===== src/rtl/alu_ctrl_pkg.sv =====
// Shared widths and FSM encoding for the two-requester ALU arbiter.
package alu_ctrl_pkg;

  localparam int DATA_W_DEF = 16;
  localparam int OP_W_DEF   = 8;
  localparam int FLAG_W_DEF = 5;
  localparam int NUM_REQ    = 2;

  localparam logic [1:0] S_IDLE = 2'd0;
  localparam logic [1:0] S_EXEC = 2'd1;
  localparam logic [1:0] S_RESP = 2'd2;

  function automatic logic [NUM_REQ-1:0] onehot2(input logic idx);
    return idx ? 2'b10 : 2'b01;
  endfunction

endpackage


===== src/rtl/alu_arbiter_if.sv =====
// Requester, response and shared-ALU signals of the arbiter.
interface alu_arbiter_if import alu_ctrl_pkg::*; #(
  parameter int DATA_W = DATA_W_DEF,
  parameter int OP_W   = OP_W_DEF,
  parameter int FLAG_W = FLAG_W_DEF
);
  logic [NUM_REQ-1:0]        req_valid;
  logic [NUM_REQ-1:0]        req_ready;
  logic [NUM_REQ*DATA_W-1:0] req_a;
  logic [NUM_REQ*DATA_W-1:0] req_b;
  logic [NUM_REQ*OP_W-1:0]   req_op;
  logic [NUM_REQ-1:0]        rsp_valid;
  logic [NUM_REQ-1:0]        rsp_ready;
  logic [DATA_W-1:0]         rsp_c;
  logic [FLAG_W-1:0]         rsp_flags;
  logic [DATA_W-1:0]         alu_a;
  logic [DATA_W-1:0]         alu_b;
  logic [OP_W-1:0]           alu_opcode;
  logic [DATA_W-1:0]         alu_c;
  logic [FLAG_W-1:0]         alu_flags;

  modport slave (
    input  req_valid, req_a, req_b, req_op, rsp_ready, alu_c, alu_flags,
    output req_ready, rsp_valid, rsp_c, rsp_flags, alu_a, alu_b, alu_opcode
  );

  modport master (
    output req_valid, req_a, req_b, req_op, rsp_ready, alu_c, alu_flags,
    input  req_ready, rsp_valid, rsp_c, rsp_flags, alu_a, alu_b, alu_opcode
  );
endinterface


===== src/rtl/alu_arbiter_rr_arb2.sv =====
// Two-way round-robin grant: a lone requester always wins, on contention
// the one that did not win last time goes.
module rr_arb2 (
  input  logic [1:0] valid,
  input  logic       last,
  output logic [1:0] gnt
);
  assign gnt[0] = valid[0] & (~valid[1] |  last);
  assign gnt[1] = valid[1] & (~valid[0] | ~last);
endmodule


===== src/rtl/alu_arbiter.sv =====
// Shares one combinational ALU between two requesters: accept, one EXEC
// cycle to capture the ALU result, then hold the response until taken.
module alu_arbiter import alu_ctrl_pkg::*; #(
  parameter int DATA_W = DATA_W_DEF,
  parameter int OP_W   = OP_W_DEF,
  parameter int FLAG_W = FLAG_W_DEF
) (
  input logic           clk,
  input logic           rst_n,
  alu_arbiter_if.slave  bus
);

  logic [1:0]        state;
  logic              owner;
  logic              last_grant;
  logic [DATA_W-1:0] rsp_c_q;
  logic [FLAG_W-1:0] rsp_flags_q;
  logic [DATA_W-1:0] alu_a_q, alu_b_q;
  logic [OP_W-1:0]   alu_op_q;

  logic [NUM_REQ-1:0]             gnt;
  logic [NUM_REQ-1:0]             ready;
  logic                           hs;
  logic [NUM_REQ-1:0][DATA_W-1:0] a_vec, b_vec;
  logic [NUM_REQ-1:0][OP_W-1:0]   op_vec;

  for (genvar i = 0; i < NUM_REQ; i++) begin : g_slice
    assign a_vec[i]  = bus.req_a[i*DATA_W +: DATA_W];
    assign b_vec[i]  = bus.req_b[i*DATA_W +: DATA_W];
    assign op_vec[i] = bus.req_op[i*OP_W +: OP_W];
  end

  rr_arb2 u_arb (
    .valid (bus.req_valid),
    .last  (last_grant),
    .gnt   (gnt)
  );

  // Grant is only offered in IDLE; rst_n gates it so nothing is accepted
  // while reset is held.
  assign ready = (rst_n && state == S_IDLE) ? gnt : '0;
  assign hs    = |(bus.req_valid & ready);

  always_ff @(posedge clk or negedge rst_n) begin
    if (!rst_n) begin
      state       <= S_IDLE;
      owner       <= 1'b0;
      last_grant  <= 1'b1;
      rsp_c_q     <= '0;
      rsp_flags_q <= '0;
      alu_a_q     <= '0;
      alu_b_q     <= '0;
      alu_op_q    <= '0;
    end else begin
      case (state)
        S_IDLE: if (hs) begin
          alu_a_q    <= a_vec[gnt[1]];
          alu_b_q    <= b_vec[gnt[1]];
          alu_op_q   <= op_vec[gnt[1]];
          owner      <= gnt[1];
          last_grant <= gnt[1];
          state      <= S_EXEC;
        end
        S_EXEC: begin
          rsp_c_q     <= bus.alu_c;
          rsp_flags_q <= bus.alu_flags;
          state       <= S_RESP;
        end
        S_RESP: if (bus.rsp_ready[owner]) state <= S_IDLE;
        default: state <= S_IDLE;
      endcase
    end
  end

  assign bus.req_ready  = ready;
  assign bus.rsp_valid  = (state == S_RESP) ? onehot2(owner) : '0;
  assign bus.rsp_c      = rsp_c_q;
  assign bus.rsp_flags  = rsp_flags_q;
  assign bus.alu_a      = alu_a_q;
  assign bus.alu_b      = alu_b_q;
  assign bus.alu_opcode = alu_op_q;

`ifndef SYNTHESIS
  a_ready_onehot: assert property (@(posedge clk) disable iff (!rst_n)
    $onehot0(bus.req_ready));
  a_rsp_onehot: assert property (@(posedge clk) disable iff (!rst_n)
    $onehot0(bus.rsp_valid));
  a_rsp_stable: assert property (@(posedge clk) disable iff (!rst_n)
    (state == S_RESP && !bus.rsp_ready[owner]) |=>
      ($stable(rsp_c_q) && $stable(rsp_flags_q) && state == S_RESP));
`endif

endmodule


===== src/flat_wrapper.sv =====
// flat-port wrapper written by rule: the top's interface ports become plain ports
module alu_arbiter_flat import alu_ctrl_pkg::*;
#(
  parameter int DATA_W = DATA_W_DEF,
  parameter int OP_W   = OP_W_DEF,
  parameter int FLAG_W = FLAG_W_DEF
)
  (clk, rst_n, bus_req_valid, bus_req_a, bus_req_b, bus_req_op, bus_rsp_ready, bus_alu_c, bus_alu_flags, bus_req_ready, bus_rsp_valid, bus_rsp_c, bus_rsp_flags, bus_alu_a, bus_alu_b, bus_alu_opcode);
  alu_arbiter_if #(.DATA_W(DATA_W), .OP_W(OP_W), .FLAG_W(FLAG_W)) bus_i ();
  input logic clk;
  input logic rst_n;
  input wire logic [$bits(bus_i.req_valid)-1:0] bus_req_valid;
  input wire logic [$bits(bus_i.req_a)-1:0] bus_req_a;
  input wire logic [$bits(bus_i.req_b)-1:0] bus_req_b;
  input wire logic [$bits(bus_i.req_op)-1:0] bus_req_op;
  input wire logic [$bits(bus_i.rsp_ready)-1:0] bus_rsp_ready;
  input wire logic [$bits(bus_i.alu_c)-1:0] bus_alu_c;
  input wire logic [$bits(bus_i.alu_flags)-1:0] bus_alu_flags;
  output wire logic [$bits(bus_i.req_ready)-1:0] bus_req_ready;
  output wire logic [$bits(bus_i.rsp_valid)-1:0] bus_rsp_valid;
  output wire logic [$bits(bus_i.rsp_c)-1:0] bus_rsp_c;
  output wire logic [$bits(bus_i.rsp_flags)-1:0] bus_rsp_flags;
  output wire logic [$bits(bus_i.alu_a)-1:0] bus_alu_a;
  output wire logic [$bits(bus_i.alu_b)-1:0] bus_alu_b;
  output wire logic [$bits(bus_i.alu_opcode)-1:0] bus_alu_opcode;
  assign bus_i.req_valid = bus_req_valid;
  assign bus_i.req_a = bus_req_a;
  assign bus_i.req_b = bus_req_b;
  assign bus_i.req_op = bus_req_op;
  assign bus_i.rsp_ready = bus_rsp_ready;
  assign bus_i.alu_c = bus_alu_c;
  assign bus_i.alu_flags = bus_alu_flags;
  assign bus_req_ready = bus_i.req_ready;
  assign bus_rsp_valid = bus_i.rsp_valid;
  assign bus_rsp_c = bus_i.rsp_c;
  assign bus_rsp_flags = bus_i.rsp_flags;
  assign bus_alu_a = bus_i.alu_a;
  assign bus_alu_b = bus_i.alu_b;
  assign bus_alu_opcode = bus_i.alu_opcode;
  alu_arbiter #(.DATA_W(DATA_W), .OP_W(OP_W), .FLAG_W(FLAG_W)) u_core (.clk(clk), .rst_n(rst_n), .bus(bus_i));
endmodule

===== config.mk =====
export PLATFORM = sky130hd
export DESIGN_NAME = alu_arbiter_flat
export DESIGN_NICKNAME = d
export VERILOG_FILES = /design/src/rtl/alu_ctrl_pkg.sv /design/src/rtl/alu_arbiter_if.sv /design/src/rtl/alu_arbiter_rr_arb2.sv /design/src/rtl/alu_arbiter.sv /design/src/flat_wrapper.sv
export SDC_FILE = /design/constraint.sdc
export NUM_CORES = 1
export LEC_CHECK = 0
export BUFFER_PORTS_ARGS = -buffer_cell sky130_fd_sc_hd__buf_4
export CAP_MARGIN = 10
export CORE_AREA = 3 3 75 105
export CTS_BUF_LIST = sky130_fd_sc_hd__clkbuf_8
export DETAILED_ROUTE_END_ITERATION = 8
export DIE_AREA = 0 0 78 108
export PLACE_DENSITY = 0.8
export SYNTH_ARGS = -nofsm -noshare
export SYNTH_HDL_FRONTEND = slang
export SYNTH_SLANG_ARGS = --single-unit
export TNS_END_PERCENT = 100

===== constraint.sdc =====
create_clock -name clk -period 1.18 [get_ports clk]
set_input_delay 0.118 -clock clk [delete_from_list [all_inputs] [get_ports clk]]
set_output_delay 0.118 -clock clk [all_outputs]
set_load 0.05 [all_outputs]

==> run metrics <==
Synth top area share approximately 57%; Reg power frac 24.7%; Final setup viols 67; Synth Net Count about 310; switching power 8020 uW; DR pass1 iterations 4; height of the die 108 um; ANT cells 0; Post-Route WL 13000 um; GRT overflow 0; cell taking the most area after synthesis dfrtp_1; final net count 535; worst hold-check path type in -> async; die width 78 um; Crit path arrival time 1.57 ns; library cells used by synthesis 22; Post-DRT Antenna Nets 0; num ports 172; layout cells sized above 1 between 70% and 80%; pins over their slew limit 0; total CTS buffers 9; clock-pin slew on the worst setup and hold paths 0.08 ns; Post-Syn Area 0.00280 mm2; first-pass GRT wire length 19300 um; reg2reg path depth 7; P_int 8780 uW; Vias 3039; Synth Instances 207; CP Capture Type output port; synth-to-layout area growth 113%; Final GP Congestion approximately 0.75; Core ar. 0.00703 mm2; Comb pwr share 64.2%; total die area between 0.008 and 0.009 mm2; Global Route Usage Sum 30.5%; Via-to-Cell Ratio 5.77; Worst Path Class, Setup reg -> out; ranking of synthesized cells by area dfrtp_1 57%, a2bb2oi_1 13%, o32ai_1 13%; RSZ-0062 raised after global routing true; Residual DRC 0; WHS -0.208 ns; Peak VDD IR 2.18 mV; number of I/O port buffers 171; Skew-Pair Late Insertion Delay 0.35 ns; Switching Fraction 47.7%; fin crit period 1.69 ns; skew final 0.0108 ns; final core utilization a little over four fifths; worst-path maximum fanout 3; drt wl/cell 24.6 um; initial core utilization 39.8%; H-tree depth 3; initial antenna violation count 0; yosys warns 0; Mean Syn Cell Area ~14 um2; Cell Rows 36; final hold viol count 64; clock sink count 65; Seq/Total Area, Yosys 58.2%; status finished, violations left; relative slew slack 66.0%; final setup margin -0.506 ns; largest net degree at the start of global routing 41; maximum clock frequency ~590 MHz; Power Dens Cells 2820 mW/mm2; P_leak 0.00260 uW; Worst Path Required 1.06 ns; Hold-fix buffers, CTS 13; post-route clock period utilization 143%; max_cap viols 0; clock share of power 11.1%; startpoint types flop; TritonCTS clock tree built; slew at the pin with the worst max-slew slack 0.509 ns; Bufs on Longest Clock Path 2; vias in the first global route 3370; DRT iter0 DRCs 158; DP HPWL 6730 um; flop and latch count out of synthesis 65; failing checks negative hold slack, negative setup slack; pre-CTS setup slack -0.223 ns; clock root buffer clkbuf_8
[cell usage in the layout, fill, tap and decap left out, types with 2 or more instances in the layout]
cell and n:
mux2_4 18, buf_4 186, clkinv_2 3, buf_6 7
buf_12 14, clkbuf_8 9, dlygate4sd3_1 13, nand2b_4 5
o32ai_4 14, dfrtp_2 2, buf_8 5, mux2_2 3
dfrtp_1 62, inv_1 2, nor2_4 2, a2bb2oi_1 7
clkinvlp_4 2, nor3b_4 2, buf_16 4, a2bb2oi_2 33
o32ai_2 26
[final cells by class]
cell class | instances | area [um2]
clock inverter | 6 | 60.1
sequential | 65 | 1630
timing repair buffer | 230 | 2100
inverter | 2 | 7.51
clock buffer | 9 | 124
tap | 95 | 119
multi-input combinational | 120 | 1920
fill | 349 | 1070
[registers in the layout, summed over array words and instances, names as in the netlist]
register and cells:
u_core.bus.alu_a 16, u_core.bus.alu_b 16, u_core.bus.alu_opcode 8, u_core.bus.rsp_c 16, u_core.bus.rsp_flags 5, u_core.last_grant 1
u_core.owner 1, u_core.state 2
[synthesized netlist by cell type, drive strengths merged]
cell and n:
buf 9, o21a 1, dfstp 1, o21ai 1, a2bb2oi 40, nand2b 2, a31oi 1, nor2b 1
clkbuf 14, nor3b 2, a21oi 2, dfrtp 64, inv 2, mux2 22, nor2 3, nor4b 1
a21bo 1, o32ai 40
[metal layers]
layer | track usage, % | wire length (um)
met1 | 34.6 | 4380
met2 | 54.1 | 7300
met3 | 7.08 | 798
met4 | 14.2 | 497
met5 | 0 | 0
[timing repair]
item                                    in CTS  in global routing
endpoints found under the hold margin       77                 64
gates cloned                                10                  0
resized for setup                          125                 29
endpoints found under the setup margin      68                 69
setup buffers                               18                  6
pin swaps                                   40                  6
[worst paths after layout]
check                                    start                   end  slack (ns)
setup / recovery             u_core.last_grant      bus_req_ready[0]       -0.51
hold / removal                           rst_n  u_core.bus.alu_a[12]       -0.21
setup reg to reg             u_core.last_grant  u_core.bus.alu_a[11]       -0.36
hold reg to reg            u_core.bus.rsp_c[6]   u_core.bus.rsp_c[6]        0.51
max in group asynchronous                rst_n       u_core.state[0]        0.94
min in group clk                 bus_alu_c[13]  u_core.bus.rsp_c[13]        0.01
[power by group through the flow]
stage / clock network (uW) / registers, uW / logic, uW
2_1_floorplan: 0 / 7440 / 1970
3_3_place_gp: 0 / 3930 / 8080
3_5_place_dp: 0 / 3960 / 8240
4_1_cts: 1850 / 4040 / 10300
5_1_grt: 1970 / 4270 / 11100
6_report: 1860 / 4150 / 10800
[through the flow]
stage,hold slack [ns],power [uW],setup TNS [ns],area (um2),instances
4_1_cts,-0.219,16200,-15.39,5790,526
3_3_place_gp,0.137,12000,-7.21,4370,471
3_5_place_dp,0.149,12200,-10.25,4370,471
5_1_grt,-0.188,17300,-16.17,5960,527
6_report,-0.208,16800,-13.56,5960,527
2_1_floorplan,-0.178,9420,-8.48,2870,207
[worst max-delay path, cell delays in order, from the launching register on]
cell and delay [ns]:
dfstp_2 0.57, nor2b_2 0.08, buf_6 0.13, nor3b_4 0.24, buf_6 0.20
[logic make-up after synthesis]
family | after synthesis | synth area share, %
AOI/OAI and AO/OA | 86 | 26.5
buffers and inverters | 25 | 4.07
DFF | 65 | 58.2
muxes | 22 | 8.86
and+or+nand+nor | 9 | 2.33
Note: power is estimated with default switching activity, not from simulation.
